**src/rtl/coherent_averager.sv**
```systemverilog
// Coherent averager: sums K = 2^K_LOG2 frames of M samples into an
// accumulator RAM, then streams the per-index averages out once.
module coherent_averager #(
   parameter int M      = 32,
   parameter int Q      = 12,
   parameter int K_LOG2 = 4
) (
   input  logic         clk,
   input  logic         reset_n,
   input  logic         enable,
   input  logic         data_valid,
   input  logic [Q-1:0] data,
   output logic         out_valid,
   output logic [Q-1:0] out_data,
   output logic         out_last,
   output logic         busy,
   output logic         done
);

   localparam int AW = Q + K_LOG2;
   localparam int NW = (M > 1) ? $clog2(M) : 1;
   localparam int KW = K_LOG2 + 1;
   localparam logic [NW-1:0] N_LAST = NW'(M - 1);
   localparam logic [KW-1:0] K_LAST = KW'((1 << K_LOG2) - 1);

   typedef enum logic [1:0] {IDLE, ACCUM, OUTPUT, DONE} state_t;

   state_t        state, state_nxt;
   logic [NW-1:0] n, n_nxt;
   logic [NW-1:0] i, i_nxt;
   logic [KW-1:0] k, k_nxt;
   logic          wr;
   logic [AW-1:0] wr_data;
   logic [AW-1:0] rd_acc;
   logic [AW-1:0] rd_out;
   logic          ov_nxt;
   logic          ol_nxt;
   logic [Q-1:0]  od_nxt;
   logic          busy_nxt;
   logic          done_nxt;

   logic [AW-1:0] acc [M];

   assign rd_acc = acc[n];
   assign rd_out = acc[i];

   // Frame 0 overwrites, so a fresh run never sees stale sums.
   assign wr_data = (k == '0) ? AW'(data) : rd_acc + AW'(data);

   always_ff @(posedge clk) begin
      if (wr) begin
         acc[n] <= wr_data;
      end
   end

   always_comb begin
      state_nxt = state;
      n_nxt     = n;
      k_nxt     = k;
      i_nxt     = i;
      wr        = 1'b0;
      ov_nxt    = 1'b0;
      ol_nxt    = 1'b0;
      od_nxt    = '0;
      unique case (state)
         IDLE: begin
            if (enable) begin
               state_nxt = ACCUM;
               n_nxt     = '0;
               k_nxt     = '0;
            end
         end
         ACCUM: begin
            if (!enable) begin
               state_nxt = IDLE;
            end else if (data_valid) begin
               wr = 1'b1;
               if (n == N_LAST) begin
                  n_nxt = '0;
                  if (k == K_LAST) begin
                     state_nxt = OUTPUT;
                     i_nxt     = '0;
                  end else begin
                     k_nxt = k + 1'b1;
                  end
               end else begin
                  n_nxt = n + 1'b1;
               end
            end
         end
         OUTPUT: begin
            if (!enable) begin
               state_nxt = IDLE;
            end else begin
               ov_nxt = 1'b1;
               od_nxt = rd_out[AW-1:K_LOG2];
               ol_nxt = (i == N_LAST);
               if (i == N_LAST) begin
                  state_nxt = DONE;
               end else begin
                  i_nxt = i + 1'b1;
               end
            end
         end
         DONE: begin
            if (!enable) begin
               state_nxt = IDLE;
            end
         end
         default: state_nxt = IDLE;
      endcase
      busy_nxt = (state_nxt == ACCUM) || (state_nxt == OUTPUT);
      done_nxt = (state_nxt == DONE);
   end

   always_ff @(posedge clk or negedge reset_n) begin
      if (!reset_n) begin
         state     <= IDLE;
         n         <= '0;
         k         <= '0;
         i         <= '0;
         out_valid <= 1'b0;
         out_data  <= '0;
         out_last  <= 1'b0;
         busy      <= 1'b0;
         done      <= 1'b0;
      end else begin
         state     <= state_nxt;
         n         <= n_nxt;
         k         <= k_nxt;
         i         <= i_nxt;
         out_valid <= ov_nxt;
         out_data  <= od_nxt;
         out_last  <= ol_nxt;
         busy      <= busy_nxt;
         done      <= done_nxt;
      end
   end

endmodule

```
**config.mk**
```make
export PLATFORM = sky130hd
export DESIGN_NAME = coherent_averager
export DESIGN_NICKNAME = d
export VERILOG_FILES = /design/src/rtl/coherent_averager.sv
export SDC_FILE = /design/constraint.sdc
export NUM_CORES = 1
export LEC_CHECK = 0
export CORE_AREA = 2 2 239 218
export CTS_BUF_LIST = sky130_fd_sc_hd__clkbuf_8
export DETAILED_ROUTE_END_ITERATION = 16
export DIE_AREA = 0 0 241 220
export HOLD_SLACK_MARGIN = 0.02
export PLACE_DENSITY = 0.68
export RECOVER_POWER = 50
export SLEW_MARGIN = 25
export SYNTH_ARGS = -nofsm -noshare
export SYNTH_HDL_FRONTEND = slang
export SYNTH_SLANG_ARGS = --single-unit
```
**constraint.sdc**
```tcl
create_clock -name clk -period 5.4 [get_ports clk]
set_input_delay 0.54 -clock clk [delete_from_list [all_inputs] [get_ports clk]]
set_output_delay 0.54 -clock clk [all_outputs]
set_load 0.05 [all_outputs]
```
==> run metrics <==
Critical Path Slowest Stage Cell=dfrtp_1; number of buffers added by the clock tree synthesis step=86; Worst Tran Pin Value=3120 ps; clock latency at the later pin of the worst-skew pair=680 ps; most instantiated flip-flop cell in the synthesis netlist=edfxtp_1; remaining global-route overflow=0; number of cells on the critical path=15; post-route insts no fill=2,165; TritonCTS clock tree=done; startpoint types=flip-flop; fraction of layout instances using a drive strength above 1=0.301; total of flip-flops plus latches after synthesis=545; TritonRoute pass-1 iters=6; failing checks=capacitance limit, slew limit; r2r worst-path depth=15; Lkg Pwr=0.00906 µW; mean number of vias per cell=6.63; unrepaired setup endpoints after global routing=no; max-cap violation count=25; layout overhead on the synthesized area=12.2%; aggregate negative setup slack=0 ps; global-route total usage across every layer=0.270; share of synthesized flip-flops with an asynchronous set or reset=0.0606; vias=14,300; Routed wire per std cell=32.1 µm; category of the worst setup path capture point=flip-flop; yosys synthesis warning count=0; cell at the root of the clock tree=clkbuf_8; net count after synthesis=1,339; hold path depth=1; post-route DRC violation count=0; H-tree level count=3; final-report setup violation count=0; # port buffers=31; max frequency=203 MHz; sequential cell area fraction in the yosys report=0.648; DR iter-0 viols=2,049; placer congestion estimate=0.890; largest net degree at the start of global routing=60; distinct cell type count of the synthesized netlist=67; number of flops mapped to enable cells by yosys=512; critical path's top delay family=compound AO/OA/AOI/OAI gates; Required @ worst endpoint=5850 ps; type of the setup path with the least slack=flip-flop to flip-flop; number of top-level pins=32; buffers plus inverters on the worst setup path=4; number of core rows=79; Max transition margin=-1.09; effective utilization at floorplan=0.492; number of buffers on the longest clock path=3; antenna violation net count after detailed routing=0; result of the run=finished with violations; Worst Clk Skew=32.9 ps; via count of the first global-routing pass=14,300; power density cells=373 mW/mm²; register clock-pin slew on the reported worst setup and hold paths=70 ps; critical-path cell list=clkbuf_1, nor2b_1, buf_4, a32oi_1, o2111ai_1, ha_1, inv_1, fa_1, nor2b_1, o2111ai_1, a31oi_1, o21ai_0, and3_1, o31ai_4, buf_4; sum of net half-perimeters after detailed placement=42.0 mm; wire length of the first global-routing pass=99.8 mm; number of cells in the design after placement=2,005; Slew Limit Fails=418; CP arrival=5360 ps; number of hold violations in the final report=0; CTS Sinks=545; wire length reported by the detailed router=69.6 mm; overall die area=0.0530 mm²; fin crit period=4920 ps; placeable core region=0.0508 mm²; worst voltage drop across the vdd grid=0.191 mV; class of the tightest hold or removal check=flip-flop to flip-flop; die span in y=220 µm; post-synthesis instance area=0.0250 mm²; average cell area after synthesis=19.3 µm²; post-synthesis cell count=1,299; number of antenna violations at the first check in global routing=1; Worst Path Max Fanout=32; final antenna diode count=0; Post-layout nets=1,446; Slowest Stage Delay on Critical Path=700 ps; post-route clock period utilization=0.910; width of the die=241 µm
-- repair_timing --
action,CTS,global route
buffers inserted,0,0
resized for setup,0,0
hold buffers,1,0
endpoints found under the hold margin,33,0
-- metal layers --
layer,track usage,part of all wire
met2,0.409,0.46
met5,0,0
met3,0.0694,0.11
met4,0.0866,0.031
met1,0.387,0.40
-- logic make-up (layout without fill, tap and decap cells) --
family | Yosys count | count (layout) | synth area share
flops | 545 | 545 | 0.648
compound gates | 115 | 115 | 0.0335
buf+inv | 101 | 279 | 0.0230
xor+xnor | 13 | 13 | 0.00455
simple gates | 193 | 193 | 0.0390
fa+ha+maj | 24 | 24 | 0.0123
mux | 308 | 308 | 0.240
-- path summary, 6_finish.rpt --
kind | startpoint | end | slack [ps]
worst max-delay path | n[3] | acc[31][8] | 480
worst min-delay path | k[0] | k[0] | 590
worst max register to register | n[3] | acc[31][8] | 480
worst min register to register | k[0] | k[0] | 590
max in group asynchronous | reset_n | n[0] | 2310
min in group asynchronous | reset_n | out_data[9] | 1230
-- area by class of cell --
| class | count | area, µm² |
|---|---|---|
| multi-input cells | 653 | 8330 |
| well taps | 688 | 861 |
| fillers | 3926 | 22800 |
| clock buffers | 99 | 1360 |
| clock inverters | 60 | 385 |
| repair buffers | 103 | 841 |
| inverters | 17 | 63.8 |
| flip-flops and latches | 545 | 16200 |
-- report_power, final --
group	switching, µW	internal, µW	leakage (µW)
Combinational	1040	618	0.00301
Sequential	73.5	5160	0.00505
Clock	1650	1920	0.00101
-- stage by stage --
step	setup WS, ps	hold slack (ps)	total power [µW]	instance area [µm²]	util
floorplan	342	244	6390	25000	-
global placement	686	522	6910	26500	0.522
detailed placement	632	560	6960	26600	0.523
CTS	630	407	10500	28300	0.557
global route	239	590	10800	28100	0.552
finish	484	587	10500	28100	0.552
-- state kept, by name (all words and copies together) (netlist names) --
name       flops
out_valid      1
acc          512
out_data      12
done           1
i              5
n              5
out_last       1
state          2
busy           1
k              5
-- cell usage in the layout, fill, tap and decap left out, drive strengths merged, types with 14 or more instances in the layout --
cell           synthesis  routed
a21oi                 23      23
and3                  14      14
buf                   65      52
clkbuf                19     119
clkdlybuf4s50          0      14
clkinv                 0      23
dfrtp                 33      33
dlygate4sd3            0      17
edfxtp               512     512
ha                    23      23
inv                   17      47
mux2i                 71      71
mux4                 233     233
nand2                 41      41
nor2                  69      69
-- cells in the mapped netlist (9+ instances only) --
cell        n  share of area
a21oi_1    23         0.0046
a22o_1     12         0.0042
and3_1     14         0.0035
buf_1      10         0.0015
buf_2      34         0.0068
buf_6      13         0.0059
clkbuf_1   19         0.0029
dfrtp_1    33          0.033
edfxtp_1  512           0.61
ha_1       23          0.012
inv_1      15         0.0023
mux2i_1    71          0.028
mux4_2    233           0.21
nand2_1    41         0.0062
nand2b_1   10         0.0025
nor2_1     69          0.010
nor2b_1    10         0.0025
nor3_1     11         0.0022
o21ai_0     9         0.0018
o22ai_1    13         0.0033
(Power assumes the default switching activity.)
